`src/rtl/pulse_conditioner.sv`:
```
// pulse_conditioner: synchronises and debounces a raw asynchronous input and
// emits one registered single-cycle in_bit pulse per accepted rising edge.
// Optional build macro PULSE_COND_BOTH_EDGES_EN: falling acceptances also
// emit a pulse, so every debounced transition is counted downstream.
module pulse_conditioner #(
  parameter int DEBOUNCE_CYCLES = 4
) (
  input  logic clk,
  input  logic rst,
  input  logic raw_in,
  input  logic enable,
  output logic in_bit,
  output logic level_out,
  output logic busy
);

  typedef enum logic [1:0] {
    STABLE_LO = 2'd0,
    PEND_HI   = 2'd1,
    STABLE_HI = 2'd2,
    PEND_LO   = 2'd3
  } state_t;

  // Count value on which the last required matching sample arrives.
  localparam logic [7:0] LAST_CNT = 8'(DEBOUNCE_CYCLES - 1);
  localparam bit SINGLE_SAMPLE = (DEBOUNCE_CYCLES == 1);

`ifdef PULSE_COND_BOTH_EDGES_EN
  localparam logic FALL_PULSE = 1'b1;
`else
  localparam logic FALL_PULSE = 1'b0;
`endif

  logic       s1;
  logic       s2;
  state_t     state;
  logic [7:0] cnt;

  // Two-flop synchroniser; only s2 is ever seen by the state machine.
  always_ff @(posedge clk or posedge rst) begin
    if (rst) begin
      s1 <= 1'b0;
      s2 <= 1'b0;
    end else begin
      s1 <= raw_in;
      s2 <= s1;
    end
  end

  // Debounce FSM with registered level, pulse and busy outputs.
  always_ff @(posedge clk or posedge rst) begin
    if (rst) begin
      state     <= STABLE_LO;
      cnt       <= 8'd0;
      level_out <= 1'b0;
      in_bit    <= 1'b0;
      busy      <= 1'b0;
    end else begin
      // Pulse lasts one cycle; busy is recomputed from the next state.
      in_bit <= 1'b0;
      busy   <= 1'b0;
      case (state)
        STABLE_LO: begin
          if (s2) begin
            if (SINGLE_SAMPLE) begin
              state     <= STABLE_HI;
              cnt       <= 8'd0;
              level_out <= 1'b1;
              in_bit    <= enable;
            end else begin
              state <= PEND_HI;
              cnt   <= 8'd1;
              busy  <= 1'b1;
            end
          end
        end
        PEND_HI: begin
          if (!s2) begin
            // Glitch shorter than the debounce window: discard it.
            state <= STABLE_LO;
            cnt   <= 8'd0;
          end else if (cnt == LAST_CNT) begin
            state     <= STABLE_HI;
            cnt       <= 8'd0;
            level_out <= 1'b1;
            in_bit    <= enable;
          end else begin
            cnt  <= cnt + 8'd1;
            busy <= 1'b1;
          end
        end
        STABLE_HI: begin
          if (!s2) begin
            if (SINGLE_SAMPLE) begin
              state     <= STABLE_LO;
              cnt       <= 8'd0;
              level_out <= 1'b0;
              in_bit    <= enable & FALL_PULSE;
            end else begin
              state <= PEND_LO;
              cnt   <= 8'd1;
              busy  <= 1'b1;
            end
          end
        end
        PEND_LO: begin
          if (s2) begin
            state <= STABLE_HI;
            cnt   <= 8'd0;
          end else if (cnt == LAST_CNT) begin
            state     <= STABLE_LO;
            cnt       <= 8'd0;
            level_out <= 1'b0;
            in_bit    <= enable & FALL_PULSE;
          end else begin
            cnt  <= cnt + 8'd1;
            busy <= 1'b1;
          end
        end
        default: begin
          state <= STABLE_LO;
          cnt   <= 8'd0;
        end
      endcase
    end
  end

endmodule

```
`config.mk`:
```
export PLATFORM = sky130hd
export DESIGN_NAME = pulse_conditioner
export DESIGN_NICKNAME = d
export VERILOG_FILES = /design/src/rtl/pulse_conditioner.sv
export SDC_FILE = /design/constraint.sdc
export NUM_CORES = 1
export LEC_CHECK = 0
export CORE_AREA = 8 8 45 47
export CTS_BUF_LIST = sky130_fd_sc_hd__clkbuf_8
export DETAILED_ROUTE_END_ITERATION = 10
export DIE_AREA = 0 0 53 55
export DONT_BUFFER_PORTS = 1
export GPL_ROUTABILITY_DRIVEN = 0
export PLACE_DENSITY = 0.7
export SLEW_MARGIN = 10
export SYNTH_ARGS = -nofsm -noshare
export SYNTH_HDL_FRONTEND = slang
export SYNTH_SLANG_ARGS = --single-unit
```
`constraint.sdc`:
```
create_clock -name clk -period 2.52 [get_ports clk]
set_input_delay 0 -clock clk [delete_from_list [all_inputs] [get_ports clk]]
set_output_delay 0 -clock clk [all_outputs]
set_load 0.01 [all_outputs]
```
==> out/metrics.yaml <==
status: "finished, final reports clean"
vias: 484
fin_area_sq_um: 803
port_buffers: 0
startpoint: "cnt[0]"
cts_buffers: 3
syn_to_final_growth_pct: 11.1
wl_mm: 1.29
grt_pass1_vias: 467
cts_root_buf: "clkbuf_8"
cp.required_ns: 2.70
yosys.area.top_type_share: 0.519
htree_levels: 1
drv_slew: 0
syn_inst: 64
cts_buffer_depth: 2
ys_warn_count: 0
grt_max_degree: 16
arrival_ns: 1.89
timing.slew.headroom: 0.644
slowest_stage: "a211oi_4"
clk_pin_slew_ns: 0.06
ys_ff_latch: 15
drt_iter0_drc: 9
crit_chain: "ha_1, nor4b_4, a211oi_4, a41oi_1, a31oi_1"
synth_edf_count: 0
ir_worst_vdd_mv: 0.498
syn-num-nets: 69
die_h_microns: 55
layout-drive-gt1-share: 0.159
instances_no_fill: 85
fp-row-count: 14
die_w_microns: 53
worst_slew_pin_slew_ns: 0.533
placed_cell_area_sq_um: 727
post_cts_buffers: 0
core_sq_um: 1380
cp-end-kind: "register"
drc_errors: 0
synthTopCellsByArea: "dfrtp_1 (52%), a21oi_1 (3.5%), nor4b_4 (3.3%), mux2_2 (3.1%), nand2_1 (3.1%)"
power_density_nw_per_um2: 1010
track_usage: 0.103
tns_ns: 0
yosys-top-cells-count: "dfrtp_1 (15), nand2_1 (6), a21oi_1 (5), nand3_1 (4)"
initial_core_util: 0.523
worstSkewPairLatency_ns: 0.25
ios: 7
leakagePower_nw: 0.355
gr-total-overflow: 0
tritoncts: "built"
finalNetCount: 75
fin_crit_sh: 0.681
setup_violations: 0
ys_types: 29
fin_skew_ns: 0.00411
finalCriticalPeriod_ns: 1.72
placed_cells: 78
cts.sinks: 15
dp_hpwl_microns: 878
yosysMostFrequentCell: "dfrtp_1"
ys_seq_area_frac: 0.519
vias_per_cell: 5.69
die_area_sq_um: 2920
cp_slowest_stage_delay_ns: 0.46
crit_family: "compound AO/OA/AOI/OAI gates"
maxCapViolations: 0
cp_num_buf_inv: 0
hold_viol_final: 0
antennaDiodeCount: 0
ant_nets: 0
path_max_fanout: 12
synthFlopType: "dfrtp_1"
critical_path_class: "register to register"
hold_class: "primary input to asynchronous set/reset pin"
max_clock_freq_mhz: 582
antenna_found_initial: 0
drt_pass1_iterations: 4
async_reset_ff_frac: 1.00
grt_pass1_wl_mm: 2.14
avgSynthCellArea_sq_um: 11.3
netlist_area_sq_um: 723
yosys.area.top_type: "dfrtp_1"
wl_per_cell_microns: 15.2
r2r_start: "cnt[0]"
cp-start-kind: "register"
grt_setup_unrepaired: "false"
cell usage in the layout, fill, tap and decap left out, types with 2 or more instances in the layout:
cell / synthesis / layout
nand2_1: 6 / 6
nand4_1: 2 / 2
nor2_1: 3 / 3
clkbuf_8: 0 / 3
o21ai_0: 2 / 2
nand3_1: 4 / 4
dfrtp_1: 15 / 15
a21oi_1: 5 / 5
inv_1: 2 / 2
mux2_2: 2 / 2
dlygate4sd3_1: 0 / 3
a22o_1: 2 / 2
a31oi_1: 3 / 3
what timing repair did:
item                      in CTS  in global routing
resized for setup              0                  0
hold endpoints to repair      17                  0
hold buffers                   3                  0
cell type report:
class                      instances  area, sq um
clock buffer                       3         41.3
multi-input combinational         45          324
sequential                        15          375
inverter                           2         7.51
timing repair buffer               3         30.0
tap                               16         20.0
fill                             118          581
clock inverter                     1         5.00
power by group:
group | switching (W) | total, W | internal, W
clock | 0.0000884 | 0.000198 | 0.000110
combinational | 0.000138 | 0.000249 | 0.000111
sequential | 0.0000709 | 0.000366 | 0.000295
total | 0.000297 | 0.000813 | 0.000516
flip-flops by register name, indices dropped and copies added, names as in the netlist, named ones only:
| name | count |
|---|---|
| state | 1 |
| in_bit | 1 |
| busy | 1 |
| s2 | 1 |
| s1 | 1 |
| cnt | 8 |
| level_out | 1 |
worst paths after layout:
path                       depth (start not counted)                    endpoint  slack (ns)
max                                                5                      cnt[5]        0.80
min in group clk                                   1                          s1        0.30
min                                                2  asynchronous set/reset pin        0.22
max in group asynchronous                          2                      cnt[6]        1.94
max reg2reg                                        5                      cnt[5]        0.80
min reg2reg                                        0                          s2        0.35
through the flow:
step / total power [W] / utilization / worst slack [ns] / hold WS (ns)
6_report: 0.000813 / 0.580 / 0.803 / 0.223
5_1_grt: 0.000863 / 0.580 / 0.683 / 0.287
4_1_cts: 0.000811 / 0.580 / 0.822 / 0.247
3_5_place_dp: 0.000609 / 0.525 / 0.841 / -0.0387
3_3_place_gp: 0.000601 / 0.525 / 0.884 / -0.0368
2_1_floorplan: 0.000581 / - / 0.944 / -0.0985
layer usage:
| layer | routed length [microns] | track usage |
|---|---|---|
| met4 | 31 | 0.0776 |
| met1 | 592 | 0.124 |
| met3 | 60 | 0.0267 |
| met5 | 0 | 0 |
| met2 | 604 | 0.154 |
kinds of logic (layout without fill, tap and decap cells):
kind of cell             after synthesis  count (layout)  synth area share
flip-flops                            15              15             0.519
AND/OR/NAND/NOR                       24              24             0.204
adder cells (fa/ha/maj)                1               1            0.0173
XOR/XNOR                               1               1            0.0225
AO/OA/AOI/OAI                         16              16             0.159
multiplexers                           3               3            0.0450
buffers and inverters                  4               9            0.0329
(Power assumes the default switching activity.)
